--- src/rtl/mfda_inlet_dose_sequencer_pkg.sv ---
// ---------------------------------------------------------------------------
// mfda_ctrl_pkg
// Shared types and helpers for the inlet dose sequencer.
//   state_t        : sequencer FSM encoding
//   DEFAULT_CNT_W  : default width of stroke counts and timers
//   dose_slice()   : extracts one inlet's stroke count from the packed bus
// ---------------------------------------------------------------------------
package mfda_ctrl_pkg;

    localparam int DEFAULT_CNT_W = 16;

    // Upper bounds for dose_slice; the packed dose bus is zero-extended to
    // MAX_BUS_W before slicing so one function serves every parameter set.
    localparam int MAX_CNT_W = 32;
    localparam int MAX_BUS_W = 512;

    typedef enum logic [2:0] {
        ST_IDLE   = 3'd0,
        ST_SELECT = 3'd1,
        ST_DOSE   = 3'd2,
        ST_GAP    = 3'd3,
        ST_FLUSH  = 3'd4,
        ST_FIN    = 3'd5
    } state_t;

    // Returns the cnt_w-bit field of inlet 'inlet' (bits [inlet*cnt_w +: cnt_w]).
    function automatic logic [MAX_CNT_W-1:0] dose_slice(
        input logic [MAX_BUS_W-1:0] bus,
        input int unsigned          inlet,
        input int unsigned          cnt_w
    );
        logic [MAX_BUS_W-1:0] shifted;
        logic [MAX_CNT_W-1:0] mask;
        shifted = bus >> (inlet * cnt_w);
        if (cnt_w >= MAX_CNT_W) begin
            mask = '1;
        end else begin
            mask = ({{(MAX_CNT_W-1){1'b0}}, 1'b1} << cnt_w) - {{(MAX_CNT_W-1){1'b0}}, 1'b1};
        end
        return shifted[MAX_CNT_W-1:0] & mask;
    endfunction

endpackage

--- src/rtl/mfda_inlet_dose_sequencer_if.sv ---
// ---------------------------------------------------------------------------
// mfda_inlet_dose_sequencer_if
// Host command bus and pump/valve driver outputs of the dose sequencer.
//   master : host side (drives the command, observes status and drivers)
//   slave  : sequencer side
// Signals: cmd_valid/cmd_ready handshake, dose_cnt (packed per inlet),
// stroke_period, flush_cycles, abort; pump_step, valve_open, flush_en,
// busy, done, aborted, cur_inlet.
// ---------------------------------------------------------------------------
interface mfda_inlet_dose_sequencer_if
    import mfda_ctrl_pkg::*;
#(
    parameter int NUM_INLETS = 3,
    parameter int CNT_W      = DEFAULT_CNT_W
);
    localparam int CUR_W = (NUM_INLETS > 1) ? $clog2(NUM_INLETS) : 1;

    logic                        cmd_valid;
    logic                        cmd_ready;
    logic [NUM_INLETS*CNT_W-1:0] dose_cnt;
    logic [CNT_W-1:0]            stroke_period;
    logic [CNT_W-1:0]            flush_cycles;
    logic                        abort;
    logic [NUM_INLETS-1:0]       pump_step;
    logic [NUM_INLETS-1:0]       valve_open;
    logic                        flush_en;
    logic                        busy;
    logic                        done;
    logic                        aborted;
    logic [CUR_W-1:0]            cur_inlet;

    modport master (
        output cmd_valid, dose_cnt, stroke_period, flush_cycles, abort,
        input  cmd_ready, pump_step, valve_open, flush_en, busy, done, aborted, cur_inlet
    );

    modport slave (
        input  cmd_valid, dose_cnt, stroke_period, flush_cycles, abort,
        output cmd_ready, pump_step, valve_open, flush_en, busy, done, aborted, cur_inlet
    );

endinterface

--- src/rtl/mfda_stroke_timer.sv ---
// ---------------------------------------------------------------------------
// mfda_stroke_timer
// Stroke timer shared by all inlets (dosing is serial, one inlet at a time).
//   clk, rst     : clock, synchronous active-high reset
//   clr          : drop the current dose (abort)
//   start        : load 'count' strokes and restart the period timer
//   run          : inlet is in its dose phase
//   period       : cycles per stroke (already clamped above hi_len)
//   hi_len       : cycles the step pulse stays high at the start of a stroke
//   count        : strokes to deliver, sampled on start (must be non-zero)
//   step         : pump step request for the current cycle
//   last_stroke  : final cycle of the final stroke
// ---------------------------------------------------------------------------
module mfda_stroke_timer
    import mfda_ctrl_pkg::*;
#(
    parameter int CNT_W = DEFAULT_CNT_W
) (
    input  logic             clk,
    input  logic             rst,
    input  logic             clr,
    input  logic             start,
    input  logic             run,
    input  logic [CNT_W-1:0] period,
    input  logic [CNT_W-1:0] hi_len,
    input  logic [CNT_W-1:0] count,
    output logic             step,
    output logic             last_stroke
);
    localparam logic [CNT_W-1:0] ONE = {{(CNT_W-1){1'b0}}, 1'b1};

    logic [CNT_W-1:0] timer_r;
    logic [CNT_W-1:0] remaining_r;
    logic             period_end_s;

    assign period_end_s = (timer_r == (period - ONE));
    assign step         = run && (timer_r < hi_len);
    assign last_stroke  = run && period_end_s && (remaining_r == ONE);

    // Period timer and remaining-stroke counter.
    always_ff @(posedge clk) begin
        if (rst || clr) begin
            timer_r     <= '0;
            remaining_r <= '0;
        end else if (start) begin
            timer_r     <= '0;
            remaining_r <= count;
        end else if (run) begin
            if (period_end_s) begin
                timer_r     <= '0;
                // remaining is >=1 while running; the guard keeps it from wrapping
                remaining_r <= (remaining_r != '0) ? (remaining_r - ONE) : '0;
            end else begin
                timer_r     <= timer_r + ONE;
                remaining_r <= remaining_r;
            end
        end else begin
            timer_r     <= '0;
            remaining_r <= remaining_r;
        end
    end

endmodule

--- src/rtl/mfda_inlet_dose_sequencer.sv ---
// ---------------------------------------------------------------------------
// mfda_inlet_dose_sequencer
// Meters a programmed number of pump strokes into each inlet in index order,
// then runs the outlet flush pump for a programmed number of cycles.
//   clk, rst : clock, synchronous active-high reset
//   bus      : slave side of mfda_inlet_dose_sequencer_if
//              (command handshake + config in, pump/valve/flush/status out)
// All outputs are registered: each one reflects the state of the previous
// cycle, so the first pump step appears one cycle after DOSE is entered.
// cmd_ready and busy are registered from the next state so that they line
// up with the state register and a second command cannot slip in.
// ---------------------------------------------------------------------------
module mfda_inlet_dose_sequencer
    import mfda_ctrl_pkg::*;
#(
    parameter int NUM_INLETS = 3,
    parameter int CNT_W      = DEFAULT_CNT_W,
    parameter int STROKE_HI  = 4
) (
    input  logic                          clk,
    input  logic                          rst,
    mfda_inlet_dose_sequencer_if.slave    bus
);
    localparam int IDX_W = $clog2(NUM_INLETS + 1);
    localparam int CUR_W = (NUM_INLETS > 1) ? $clog2(NUM_INLETS) : 1;

    localparam logic [IDX_W-1:0] END_IDX    = IDX_W'(NUM_INLETS);
    localparam logic [IDX_W-1:0] IDX_ONE    = IDX_W'(1);
    localparam logic [CNT_W-1:0] CNT_ONE    = CNT_W'(1);
    localparam logic [CNT_W-1:0] HI_LEN     = CNT_W'(STROKE_HI);
    localparam logic [CNT_W-1:0] MIN_PERIOD = CNT_W'(STROKE_HI + 1);

    state_t                      state_r;
    state_t                      next_state_s;
    logic [IDX_W-1:0]            idx_r;
    logic [NUM_INLETS*CNT_W-1:0] dose_r;
    logic [CNT_W-1:0]            period_r;
    logic [CNT_W-1:0]            flush_r;
    logic [CNT_W-1:0]            flush_cnt_r;

    logic                        accept_s;
    logic                        abort_s;
    logic                        in_range_s;
    logic                        start_s;
    logic                        step_s;
    logic                        last_stroke_s;
    logic                        flush_last_s;
    logic [CNT_W-1:0]            period_in_s;
    logic [CNT_W-1:0]            cur_cnt_s;
    logic [MAX_BUS_W-1:0]        dose_ext_s;
    logic [NUM_INLETS-1:0]       onehot_s;
    logic [CUR_W-1:0]            cur_idx_s;

    logic                        ready_s, busy_s, flush_s, done_s, aborted_s;
    logic [NUM_INLETS-1:0]       pump_s, valve_s;
    logic [CUR_W-1:0]            cur_s;

    logic                        cmd_ready_r, busy_r, flush_en_r, done_r, aborted_r;
    logic [NUM_INLETS-1:0]       pump_step_r, valve_open_r;
    logic [CUR_W-1:0]            cur_inlet_r;

    assign accept_s     = bus.cmd_valid && cmd_ready_r && (state_r == ST_IDLE);
    assign abort_s      = bus.abort && (state_r != ST_IDLE);
    assign in_range_s   = (idx_r != END_IDX);
    assign period_in_s  = (bus.stroke_period < MIN_PERIOD) ? MIN_PERIOD : bus.stroke_period;
    assign dose_ext_s   = MAX_BUS_W'(dose_r);
    assign cur_cnt_s    = CNT_W'(dose_slice(dose_ext_s, 32'(idx_r), CNT_W));
    assign start_s      = (state_r == ST_SELECT) && in_range_s && (cur_cnt_s != '0);
    // Only reached with flush_r >= 1: a zero flush skips FLUSH entirely.
    assign flush_last_s = (flush_cnt_r == (flush_r - CNT_ONE));
    assign cur_idx_s    = in_range_s ? CUR_W'(idx_r) : '0;

    // One-hot decode of the active inlet index.
    always_comb begin
        onehot_s = '0;
        for (int i = 0; i < NUM_INLETS; i++) begin
            onehot_s[i] = (idx_r == IDX_W'(i));
        end
    end

    mfda_stroke_timer #(
        .CNT_W (CNT_W)
    ) u_timer (
        .clk         (clk),
        .rst         (rst),
        .clr         (abort_s),
        .start       (start_s),
        .run         (state_r == ST_DOSE),
        .period      (period_r),
        .hi_len      (HI_LEN),
        .count       (cur_cnt_s),
        .step        (step_s),
        .last_stroke (last_stroke_s)
    );

    // Command configuration latch, captured only on the accepting edge.
    always_ff @(posedge clk) begin
        if (rst) begin
            dose_r   <= '0;
            period_r <= '0;
            flush_r  <= '0;
        end else if (accept_s) begin
            dose_r   <= bus.dose_cnt;
            period_r <= period_in_s;
            flush_r  <= bus.flush_cycles;
        end else begin
            dose_r   <= dose_r;
            period_r <= period_r;
            flush_r  <= flush_r;
        end
    end

    // Inlet index and flush-duration counter.
    always_ff @(posedge clk) begin
        if (rst || abort_s) begin
            idx_r       <= '0;
            flush_cnt_r <= '0;
        end else begin
            case (state_r)
                ST_SELECT: begin
                    // A zero-stroke inlet is skipped without opening its valve.
                    if (in_range_s && (cur_cnt_s == '0)) begin
                        idx_r <= idx_r + IDX_ONE;
                    end else begin
                        idx_r <= idx_r;
                    end
                end
                ST_DOSE:  idx_r <= idx_r;
                ST_GAP:   idx_r <= idx_r + IDX_ONE;
                ST_FLUSH: idx_r <= idx_r;
                default:  idx_r <= '0;
            endcase
            if (state_r == ST_FLUSH) begin
                flush_cnt_r <= flush_cnt_r + CNT_ONE;
            end else begin
                flush_cnt_r <= '0;
            end
        end
    end

    // FSM state register.
    always_ff @(posedge clk) begin
        if (rst) begin
            state_r <= ST_IDLE;
        end else begin
            state_r <= next_state_s;
        end
    end

    // FSM next-state logic; abort from any active state returns to IDLE.
    always_comb begin
        next_state_s = state_r;
        if (abort_s) begin
            next_state_s = ST_IDLE;
        end else begin
            case (state_r)
                ST_IDLE: begin
                    if (accept_s) next_state_s = ST_SELECT;
                    else          next_state_s = ST_IDLE;
                end
                ST_SELECT: begin
                    if (!in_range_s) begin
                        if (flush_r == '0) next_state_s = ST_FIN;
                        else               next_state_s = ST_FLUSH;
                    end else if (cur_cnt_s == '0) begin
                        next_state_s = ST_SELECT;
                    end else begin
                        next_state_s = ST_DOSE;
                    end
                end
                ST_DOSE: begin
                    if (last_stroke_s) next_state_s = ST_GAP;
                    else               next_state_s = ST_DOSE;
                end
                ST_GAP: next_state_s = ST_SELECT;
                ST_FLUSH: begin
                    if (flush_last_s) next_state_s = ST_FIN;
                    else              next_state_s = ST_FLUSH;
                end
                ST_FIN:  next_state_s = ST_IDLE;
                default: next_state_s = ST_IDLE;
            endcase
        end
    end

    // FSM output decode; valves and pump only ever drive the single active inlet.
    always_comb begin
        pump_s    = '0;
        valve_s   = '0;
        flush_s   = 1'b0;
        done_s    = 1'b0;
        aborted_s = 1'b0;
        cur_s     = '0;
        busy_s    = (next_state_s != ST_IDLE);
        ready_s   = (next_state_s == ST_IDLE);
        if (abort_s) begin
            aborted_s = 1'b1;
        end else begin
            case (state_r)
                ST_DOSE: begin
                    valve_s = onehot_s;
                    cur_s   = cur_idx_s;
                    if (step_s) pump_s = onehot_s;
                    else        pump_s = '0;
                end
                ST_SELECT, ST_GAP: cur_s = cur_idx_s;
                ST_FLUSH:          flush_s = 1'b1;
                ST_FIN:            done_s = 1'b1;
                default:           cur_s = '0;
            endcase
        end
    end

    // Output register stage.
    always_ff @(posedge clk) begin
        if (rst) begin
            cmd_ready_r  <= 1'b1;
            busy_r       <= 1'b0;
            pump_step_r  <= '0;
            valve_open_r <= '0;
            flush_en_r   <= 1'b0;
            done_r       <= 1'b0;
            aborted_r    <= 1'b0;
            cur_inlet_r  <= '0;
        end else begin
            cmd_ready_r  <= ready_s;
            busy_r       <= busy_s;
            pump_step_r  <= pump_s;
            valve_open_r <= valve_s;
            flush_en_r   <= flush_s;
            done_r       <= done_s;
            aborted_r    <= aborted_s;
            cur_inlet_r  <= cur_s;
        end
    end

    assign bus.cmd_ready  = cmd_ready_r;
    assign bus.busy       = busy_r;
    assign bus.pump_step  = pump_step_r;
    assign bus.valve_open = valve_open_r;
    assign bus.flush_en   = flush_en_r;
    assign bus.done       = done_r;
    assign bus.aborted    = aborted_r;
    assign bus.cur_inlet  = cur_inlet_r;

endmodule

--- src/flat_wrapper.sv ---
// flat-port wrapper written by rule: the top's interface ports become plain ports
module mfda_inlet_dose_sequencer_flat import mfda_ctrl_pkg::*;
#(
    parameter int NUM_INLETS = 3,
    parameter int CNT_W      = DEFAULT_CNT_W,
    parameter int STROKE_HI  = 4
)
  (clk, rst, bus_cmd_valid, bus_dose_cnt, bus_stroke_period, bus_flush_cycles, bus_abort, bus_cmd_ready, bus_pump_step, bus_valve_open, bus_flush_en, bus_busy, bus_done, bus_aborted, bus_cur_inlet);
  mfda_inlet_dose_sequencer_if #(.NUM_INLETS(NUM_INLETS), .CNT_W(CNT_W)) bus_i ();
  input  logic clk;
  input  logic rst;
  input wire logic [$bits(bus_i.cmd_valid)-1:0] bus_cmd_valid;
  input wire logic [$bits(bus_i.dose_cnt)-1:0] bus_dose_cnt;
  input wire logic [$bits(bus_i.stroke_period)-1:0] bus_stroke_period;
  input wire logic [$bits(bus_i.flush_cycles)-1:0] bus_flush_cycles;
  input wire logic [$bits(bus_i.abort)-1:0] bus_abort;
  output wire logic [$bits(bus_i.cmd_ready)-1:0] bus_cmd_ready;
  output wire logic [$bits(bus_i.pump_step)-1:0] bus_pump_step;
  output wire logic [$bits(bus_i.valve_open)-1:0] bus_valve_open;
  output wire logic [$bits(bus_i.flush_en)-1:0] bus_flush_en;
  output wire logic [$bits(bus_i.busy)-1:0] bus_busy;
  output wire logic [$bits(bus_i.done)-1:0] bus_done;
  output wire logic [$bits(bus_i.aborted)-1:0] bus_aborted;
  output wire logic [$bits(bus_i.cur_inlet)-1:0] bus_cur_inlet;
  assign bus_i.cmd_valid = bus_cmd_valid;
  assign bus_i.dose_cnt = bus_dose_cnt;
  assign bus_i.stroke_period = bus_stroke_period;
  assign bus_i.flush_cycles = bus_flush_cycles;
  assign bus_i.abort = bus_abort;
  assign bus_cmd_ready = bus_i.cmd_ready;
  assign bus_pump_step = bus_i.pump_step;
  assign bus_valve_open = bus_i.valve_open;
  assign bus_flush_en = bus_i.flush_en;
  assign bus_busy = bus_i.busy;
  assign bus_done = bus_i.done;
  assign bus_aborted = bus_i.aborted;
  assign bus_cur_inlet = bus_i.cur_inlet;
  mfda_inlet_dose_sequencer #(.NUM_INLETS(NUM_INLETS), .CNT_W(CNT_W), .STROKE_HI(STROKE_HI)) u_core (.clk(clk), .rst(rst), .bus(bus_i));
endmodule
--- config.mk ---
export PLATFORM = sky130hd
export DESIGN_NAME = mfda_inlet_dose_sequencer_flat
export DESIGN_NICKNAME = d
export VERILOG_FILES = /design/src/rtl/mfda_inlet_dose_sequencer_pkg.sv /design/src/rtl/mfda_inlet_dose_sequencer_if.sv /design/src/rtl/mfda_stroke_timer.sv /design/src/rtl/mfda_inlet_dose_sequencer.sv /design/src/flat_wrapper.sv
export SDC_FILE = /design/constraint.sdc
export NUM_CORES = 1
export LEC_CHECK = 0
export ABC_AREA = 1
export CORE_MARGIN = 2
export CORE_UTILIZATION = 50
export CTS_CLUSTER_SIZE = 8
export DETAILED_ROUTE_END_ITERATION = 16
export PLACE_DENSITY = 0.72
export SYNTH_ARGS = -nofsm -noshare
export SYNTH_HDL_FRONTEND = slang
export SYNTH_HIERARCHICAL = 1
export SYNTH_SLANG_ARGS = --single-unit
--- constraint.sdc ---
create_clock -name clk -period 2.7 [get_ports clk]
set_input_delay 0.405 -clock clk [delete_from_list [all_inputs] [get_ports clk]]
set_output_delay 0.405 -clock clk [all_outputs]
set_load 0.005 [all_outputs]
==> results_dict.tcl <==
set metrics [dict create \
    crit_fanout 20 \
    leakage_uw 0.004516 \
    cts_resized 0 \
    coreArea_sq_um 16580 \
    slew_viol_final 0 \
    grt_max_degree 102 \
    overflow 0 \
    slowest_stage "dfxtp_1" \
    cp-end-kind "register" \
    status "finished clean" \
    clk_pin_slew_ns 0.07 \
    gr-usage-met3_pct 4.346 \
    skew_ns 0.006971 \
    grt_usage_pct 25.35 \
    syn-cell-area_sq_um 8499 \
    rows 47 \
    power_density_nw_per_um2 747.3 \
    max_stage_delay_ns 0.42 \
    dp_slack_ns 0.1686 \
    final_common_cell "nand2_1" \
    crit_required_ns 3.06 \
    ys_top_cells_by_area "dfxtp_1 (34%), nand2_1 (14%), inv_1 (7.3%)" \
    synth_edf_count 0 \
    maxCapViolations 0 \
    synth-seq-area-share_pct 34.39 \
    max_freq_ghz 0.4004 \
    yosys_register_bits 146 \
    netlist_instances 1278 \
    grt_pass1_wl_microns 36490 \
    period_needed_ns 2.498 \
    worst_slack_ns 0.2022 \
    drive_above_1_share_pct 8.089 \
    clk_path_buf_depth 2 \
    finalNetCount 1493 \
    dpl.cell_count 1585 \
    drt-initial-drc-count 635 \
    vdd_ir_drop_max_mv 0.5055 \
    hold_buffers 0 \
    die_y_microns 134.4 \
    grt_use_met2_pct 41.35 \
    io_pins 97 \
    final_cell_mix "nand2_1 (319), inv_1 (164), dfxtp_1 (144)" \
    yosysUniqueCellTypes 47 \
    synth_area_per_cell_sq_um 6.651 \
    path_cells "inv_4 > nor2_8 > inv_1 > o21ai_1 > nor2_1 > nand2_1 > nor2_2 > nand2_1 > nand3_2 > inv_1 > inv_2 > buf_4 > o21ai_4 > buf_4 > nand3_1 > a21oi_1" \
    drc 0 \
    insertion_delay_ns 0.43 \
    h-tree-depth 4 \
    antenna_found_initial 0 \
    cts_setup_buffers 0 \
    crit_type "reg2reg" \
    viasPerCell 5.079 \
    whs_ns 0.4588 \
    dr.pass1.iters 5 \
    final_antenna_net_count 0 \
    vias 8212 \
    critical_path.startpoint_type "register" \
    die_w_microns 134.4 \
    grt_busiest_layer "met2" \
    synth_ff_type "dfxtp_1" \
    path_delay_family "buffers and inverters" \
    wl_microns 22200 \
    final_util_pct 62.12 \
    async_reset_ff_share_pct 0 \
    cts_tree "built" \
    port_buffers 96 \
    hold_path.class "reg2reg" \
    grt_pass1_vias 7548 \
    worst_pin_slew_ns 0.6341 \
    yosys.area.top_type_share_pct 34.39 \
    setup_viol 0 \
    finalSetupTns_ns 0 \
    post-route-period-util_pct 92.51 \
    layout.cells.non_filler 1617 \
    post-dp-hpwl_microns 16610 \
    slew_headroom_pct 57.34 \
    cp_data_arrival_time_ns 2.85 \
    areaGrowthSynthToFinish_pct 21.20 \
    rsz0062_at_grt "false" \
    initial_core_util_pct 51.25 \
    met1_usage_pct 33.64 \
    cts_buffers 17 \
    final-hold-violation-count 0 \
    place.gp.congestion 0.9294 \
    num_antenna_cells 0 \
    synth_top_area_cell "dfxtp_1" \
    path_buf_inv 6 \
    cts_sinks 146 \
    cts_root_buffer "clkbuf_16" \
    wl_per_cell_microns 13.73 \
    ys_warn_count 6 \
    dieArea_sq_um 18060 \
]
-- worst reg2reg max path, delay by kind of cell (launching register included) --
family	cells	cell delay, ns
buffers and inverters	6	0.89
AND/OR/NAND/NOR	7	0.68
AO/OA/AOI/OAI	3	0.44
flip-flops	1	0.42
-- path summary, 6_finish.rpt --
path / start / end / slack [ns] / cells past startpoint
min reg2reg: u_core/dose_r[3] / u_core/dose_r[3] / 0.46 / 2
min: u_core/dose_r[3] / u_core/dose_r[3] / 0.46 / 2
max reg2reg: u_core/idx_r[1] / u_core/u_timer/remaining_r[2] / 0.20 / 16
max: u_core/idx_r[1] / u_core/u_timer/remaining_r[2] / 0.20 / 16
-- report_power, final --
group          internal [uW]  switching, uW  leakage, uW  total, uW
registers               2410            174      0.00119       2590
clock network           1310           1050     0.000285       2370
logic                    966           1780      0.00304       2740
-- synthesized netlist by cell type, types with 2 or more instances --
master and count:
nor3_1 11, nand2_1 319, nand3_1 103, dfxtp_1 146, a211oi_1 2, nand3_2 5
nor2_2 18, buf_2 13, clkbuf_1 19, o21a_1 3, buf_8 2, clkinv_1 2
conb_1 2, nand2_2 14, nor4_1 9, inv_2 8, xnor2_1 13, o21ai_0 74
o21ai_1 4, o211ai_1 4, buf_6 3, inv_1 165, nand3b_1 4, nor2_1 110
nor2_4 5, nand4_1 18, a21oi_1 118, ha_1 25, xor2_1 41
-- logic make-up after synthesis --
| kind of cell | synth area share (%) |
|---|---|
| AND/OR/NAND/NOR | 32.62 |
| buffers and inverters | 10.66 |
| AO/OA/AOI/OAI | 13.00 |
| flip-flops | 34.39 |
| XOR/XNOR | 5.565 |
| adder cells (fa/ha/maj) | 3.680 |
| other | 0.08836 |
-- state kept, by name, summed over array words and instances (netlist names), 3 cells and up --
| register | flops |
|---|---|
| u_core/dose_r | 48 |
| u_core/flush_cnt_r | 16 |
| u_core/flush_r | 16 |
| u_core/period_r | 16 |
| u_core/u_timer/remaining_r | 16 |
| u_core/u_timer/timer_r | 16 |
| u_core/bus.pump_step | 3 |
| u_core/bus.valve_open | 3 |
| u_core/state_r | 3 |
-- stage by stage --
step / power (uW) / area [sq um]
4_1_cts: 7713 / 10290
3_3_place_gp: 5322 / 9697
3_5_place_dp: 5327 / 9697
6_report: 7698 / 10300
5_1_grt: 8253 / 10300
2_1_floorplan: 4646 / 8552
-- layer usage --
layer  vias up  share of wire, %
met3        41               4.8
met5         -                 0
met2       204                46
li1       4289                 -
met1      3678                46
met4         0               2.6
-- area by class of cell --
| cell class | count | area (sq um) |
|---|---|---|
| repair buffers | 113 | 1101 |
| fillers | 1565 | 6282 |
| well taps | 220 | 275.3 |
| clock buffers | 17 | 425.4 |
| flip-flops and latches | 146 | 2925 |
| inverters | 177 | 674.4 |
| multi-input cells | 929 | 4732 |
| clock inverters | 15 | 167.7 |
Note: power is estimated with default switching activity, not from simulation.
==> edit 1: new RTL, same settings <==
`NUM_INLETS` is set to 3 in 3 places; all go to 5.
--- a/src/rtl/mfda_inlet_dose_sequencer_if.sv
+++ b/src/rtl/mfda_inlet_dose_sequencer_if.sv
@@ -12,3 +12,3 @@
 #(
-    parameter int NUM_INLETS = 3,
+    parameter int NUM_INLETS = 5,
     parameter int CNT_W      = DEFAULT_CNT_W
--- a/src/rtl/mfda_inlet_dose_sequencer.sv
+++ b/src/rtl/mfda_inlet_dose_sequencer.sv
@@ -15,3 +15,3 @@
 #(
-    parameter int NUM_INLETS = 3,
+    parameter int NUM_INLETS = 5,
     parameter int CNT_W      = DEFAULT_CNT_W,
--- a/src/flat_wrapper.sv
+++ b/src/flat_wrapper.sv
@@ -3,3 +3,3 @@
 #(
-    parameter int NUM_INLETS = 3,
+    parameter int NUM_INLETS = 5,
     parameter int CNT_W      = DEFAULT_CNT_W,
Ports: changed (resized bus_cur_inlet, bus_dose_cnt, bus_pump_step and bus_valve_open); port bits go from 97 to 134. No check against the original RTL was run, so the function may have changed too.
==> edit 1 against the unedited design <==
Die area up 16%. Critical path type unchanged. Sequential cell count up 38. Power up 36%. First-iteration DRC count up 46%. Wire length up 23%. Area after synthesis up 16%. Clock skew up 7.8 ps. Via count up 19%. Setup slack better by 17 ps. Cell area up 18%.
==> edit 1: results <==
set metrics [dict create \
    synth-seq-area-share_pct 37.4 \
    post-place-ws_ps 99.4 \
    clock-root-buffer "sky130_fd_sc_hd__clkbuf_16" \
    drt-met1-wl_mm 12.0 \
    power_switching_mw 4.51 \
    worstPathMaxFanout 16 \
    viasPerCell 5.16 \
    grt_pass1_wl_mm 43.0 \
    total_clock_buffers_created_by_cts 17 \
    synthArstFlopShare_pct 0 \
    dr_wl_met2_mm 13.3 \
    groute.usage.overall_pct 26.3 \
    power-per-cell-area_mw_per_mm2 863 \
    post_cts_buffers 0 \
    place_hpwl_mm 20.5 \
    synth_common_cells "sky130_fd_sc_hd__nand2_1 (457), sky130_fd_sc_hd__dfxtp_1 (184), sky130_fd_sc_hd__nand3_1 (154)" \
    grt.overflow.total 0 \
    fin_worst_skew_ps 14.8 \
    layout-drive-gt1-share_pct 6.15 \
    globalRouteMet3Util_pct 3.84 \
    synthesis.area_per_instance_um2 6.67 \
    num_antenna_cells 0 \
    max_rail_drop_vdd_mv 0.575 \
    grt_pass1_vias 8908 \
    final_net_count 1754 \
    cp_data_arrival_time_ps 2850 \
    dp_cells 1856 \
    place.gp.congestion 0.976 \
    drt_iter0_markers 924 \
    cts_max_path_buffers 2 \
    pwr-share-clk_pct 24.1 \
    drtPass1Iterations 5 \
    largest_register_ff_count 80 \
    cts_resized 0 \
    routedWlPerCell_um 14.4 \
    clock_transition_time_at_the_flip_flop_clock_pins_of_the_worst_setup_and_hold_paths_ps 80 \
    category_of_cells_accounting_for_the_largest_share_of_critical_path_delay "simple AND/OR/NAND/NOR gates" \
    clock_latency_ps 450 \
    power.sequential.total_mw 3.46 \
    synth.lib_cells_used.distinct 43 \
    power_leakage_nw 5.09 \
    cpPeakStageDelay_ps 460 \
    met1_usage_pct 32.7 \
    finalWirelength_mm 27.3 \
    use_met2_pct 46.6 \
    numPortBuffers 133 \
    top_register "u_core/dose_r" \
    post_synth_main_area_contributors "sky130_fd_sc_hd__dfxtp_1 (37%), sky130_fd_sc_hd__nand2_1 (17%), sky130_fd_sc_hd__nand3_1 (7.8%)" \
    outcome "finished clean" \
    maximum_number_of_pins_on_one_net_before_global_route_repair 78 \
    class_of_the_most_critical_hold_timing_path "in -> reg" \
    cts-htree-levels 4 \
    detailroute.wirelength.met3_mm 1.40 \
    relSlewSlack_pct 46.3 \
    placedInstanceArea_mm2 0.0115 \
]
## edit 1: cell families (layout without fill, tap and decap cells)
logic type      after synthesis  count (layout)  share of synthesized area, %
buf+inv                     197             328                          8.35
simple gates                811             811                          35.2
compound gates              209             210                          11.1
flops                       184             184                          37.4
other cells                   2              16                        0.0762
xor+xnor                     50              50                          4.59
fa+ha+maj                    26              26                          3.30
## edit 1: worst paths after layout
path                           from  cells after the start                        endpoint  slack [ps]
setup reg to reg    u_core/idx_r[0]                     16  u_core/u_timer/remaining_r[11]         220
setup / recovery    u_core/idx_r[0]                     16  u_core/u_timer/remaining_r[11]         220
hold / removal                  rst                      2              u_core/bus.aborted         360
hold reg to reg   u_core/dose_r[75]                      2               u_core/dose_r[75]         470
## edit 1: area by class of cell
cell class                 count  area [um^2]
fill                        1861         7250
multi-input combinational   1113         5430
sequential                   184         3680
timing repair buffer         160         1580
inverter                     136          519
clock buffer                  17          425
tap                          265          332
clock inverter                15          180
==> edit 2: new RTL, same settings <==
Without the edit above. Make the reset (`rst`) asynchronous in 3 clocked blocks. Comments in the files are not updated.
--- a/src/rtl/mfda_inlet_dose_sequencer.sv
+++ b/src/rtl/mfda_inlet_dose_sequencer.sv
@@ -96,3 +96,3 @@
     // Command configuration latch, captured only on the accepting edge.
-    always_ff @(posedge clk) begin
+    always_ff @(posedge clk or posedge rst) begin
         if (rst) begin
@@ -141,3 +141,3 @@
     // FSM state register.
-    always_ff @(posedge clk) begin
+    always_ff @(posedge clk or posedge rst) begin
         if (rst) begin
@@ -214,3 +214,3 @@
     // Output register stage.
-    always_ff @(posedge clk) begin
+    always_ff @(posedge clk or posedge rst) begin
         if (rst) begin
Function: differs if rst is asserted again (counterexample within 4 cycles, from zero or initial values and one cycle with rst high); with rst held inactive, the same outputs for 10 cycles.
==> edit 2 against the unedited design <==
Wire length increased by 2.4%. Power increased by 39%. Largest power group unchanged. Cell area increased by 4.1%. Area after synthesis increased by 3.5%. Setup slack got worse by 160 ps. Sequential cell count unchanged. Sequential share of layout area increased by 3.4 points. Final cell count increased by 0.12%.
==> edit 2: results <==
set metrics [dict create \
    numPortBuffers 96 \
    number_of_antenna_violations_at_the_first_check_in_global_routing 0 \
    clock-root-buffer "sky130_fd_sc_hd__clkbuf_16" \
    clock_latency_ps 420 \
    clock_transition_time_at_the_flip_flop_clock_pins_of_the_worst_setup_and_hold_paths_ps 60 \
    cpPeakStageDelay_ps 400 \
    groute.usage.overall_pct 25.4 \
    cpMaxStageDelayCell "sky130_fd_sc_hd__dfrtp_1" \
    via_count 8253 \
    max_rail_drop_vdd_mv 0.520 \
    synth.lib_cells_used.distinct 47 \
    layout-drive-gt1-share_pct 7.89 \
    grt_pass1_vias 7700 \
    post_synth_mux_area_share_pct 0 \
    adder_and_majority_gate_portion_of_the_synthesized_area_pct 3.55 \
    timing.reg2reg.setup_slack_ps 40 \
    remaining_drc_errors 0 \
    largest_register_ff_count 48 \
    category_of_cells_accounting_for_the_largest_share_of_critical_path_delay "simple AND/OR/NAND/NOR gates" \
    class_of_the_most_critical_hold_timing_path "reg -> reg" \
    grt_pass1_wl_mm 36.9 \
    maximum_number_of_pins_on_one_net_before_global_route_repair 97 \
    final_net_count 1490 \
    synthesis.area_per_instance_um2 6.99 \
    cp_data_arrival_time_ps 3020 \
    worst_slew_pin_slew_ps 567 \
    synth-xor-area-share_pct 4.98 \
    fin_worst_skew_ps 7.32 \
    cts-htree-levels 4 \
    finalWirelength_mm 22.7 \
    cts_max_path_buffers 2 \
    synth-compound-area-share_pct 10.1 \
    place.gp.congestion 0.889 \
    post_layout_nonfiller_instances 1619 \
    place_hpwl_mm 16.8 \
    hold_ws_ps 489 \
    drtPass1Iterations 6 \
    synth-seq-area-share_pct 38.7 \
    num_antenna_cells 0 \
    power_leakage_nw 5.05 \
    drt_iter0_markers 730 \
    total_clock_buffers_created_by_cts 17 \
    worstPathMaxFanout 7 \
    outcome "finished clean" \
    post_synth_main_area_contributors "sky130_fd_sc_hd__dfrtp_1 (27%), sky130_fd_sc_hd__nand2_1 (15%), sky130_fd_sc_hd__dfxtp_1 (11%)" \
    yosysWarnings 6 \
    synthArstFlopShare_pct 65.8 \
    synth_common_cells "sky130_fd_sc_hd__nand2_1 (353), sky130_fd_sc_hd__inv_1 (174), sky130_fd_sc_hd__nor2_1 (124)" \
    top_register "u_core/dose_r" \
]
-- edit 2: cell count changes after synthesis, moves of 14 or more --
cell / delta
sky130_fd_sc_hd__dfxtp_1: -96
sky130_fd_sc_hd__a21oi_1: -81
sky130_fd_sc_hd__nor2_1: +14
sky130_fd_sc_hd__nand2_1: +34
sky130_fd_sc_hd__dfrtp_1: +95
sky130_fd_sc_hd__o21ai_1: +14
-- edit 2: power by group --
part	switching [mW]	internal, mW
clock network	0.933	1.36
logic	3.18	1.81
registers	0.533	2.85
total	4.64	6.02
-- edit 2: path summary, 6_finish.rpt --
| path | from | to | cells after the start |
|---|---|---|---|
| max | u_core/period_r[0] | u_core/bus.busy | 20 |
| min | u_core/flush_cnt_r[0] | u_core/flush_cnt_r[0] | 1 |
| max reg2reg | u_core/period_r[0] | u_core/bus.busy | 20 |
| min reg2reg | u_core/flush_cnt_r[0] | u_core/flush_cnt_r[0] | 1 |
| max in group asynchronous | rst | u_core/period_r[14] | 3 |
| min in group asynchronous | rst | u_core/state_r[2] | 3 |
-- edit 2: per-stage QoR --
step	setup slack, ps	cell area (um^2)	util, %
after floorplan	-33.1	8860	-
after global placement	88.6	10100	58.5
after detailed placement	114	10100	58.5
after CTS	49.4	10700	61.8
after global routing	-161	10700	62.2
final	39.8	10700	62.2
-- edit 2: timing repair --
item,4_1_cts,5_1_grt
buffers inserted,0,5
gates resized for setup,0,12
setup endpoints to repair,0,9
-- edit 2: metal layers --
metal / track usage, % / wire length [um]
met4: 8.62 / 481
met3: 4.74 / 1100
met2: 40.6 / 10600
met1: 34.5 / 10600
met5: 0 / 0
-- edit 2: final cells by class --
class,count,area (um^2)
multi-input cells,910,4560
well taps,225,282
repair buffers,122,1200
clock inverters,13,138
fillers,1546,6520
inverters,184,703
flip-flops and latches,146,3410
clock buffers,19,433
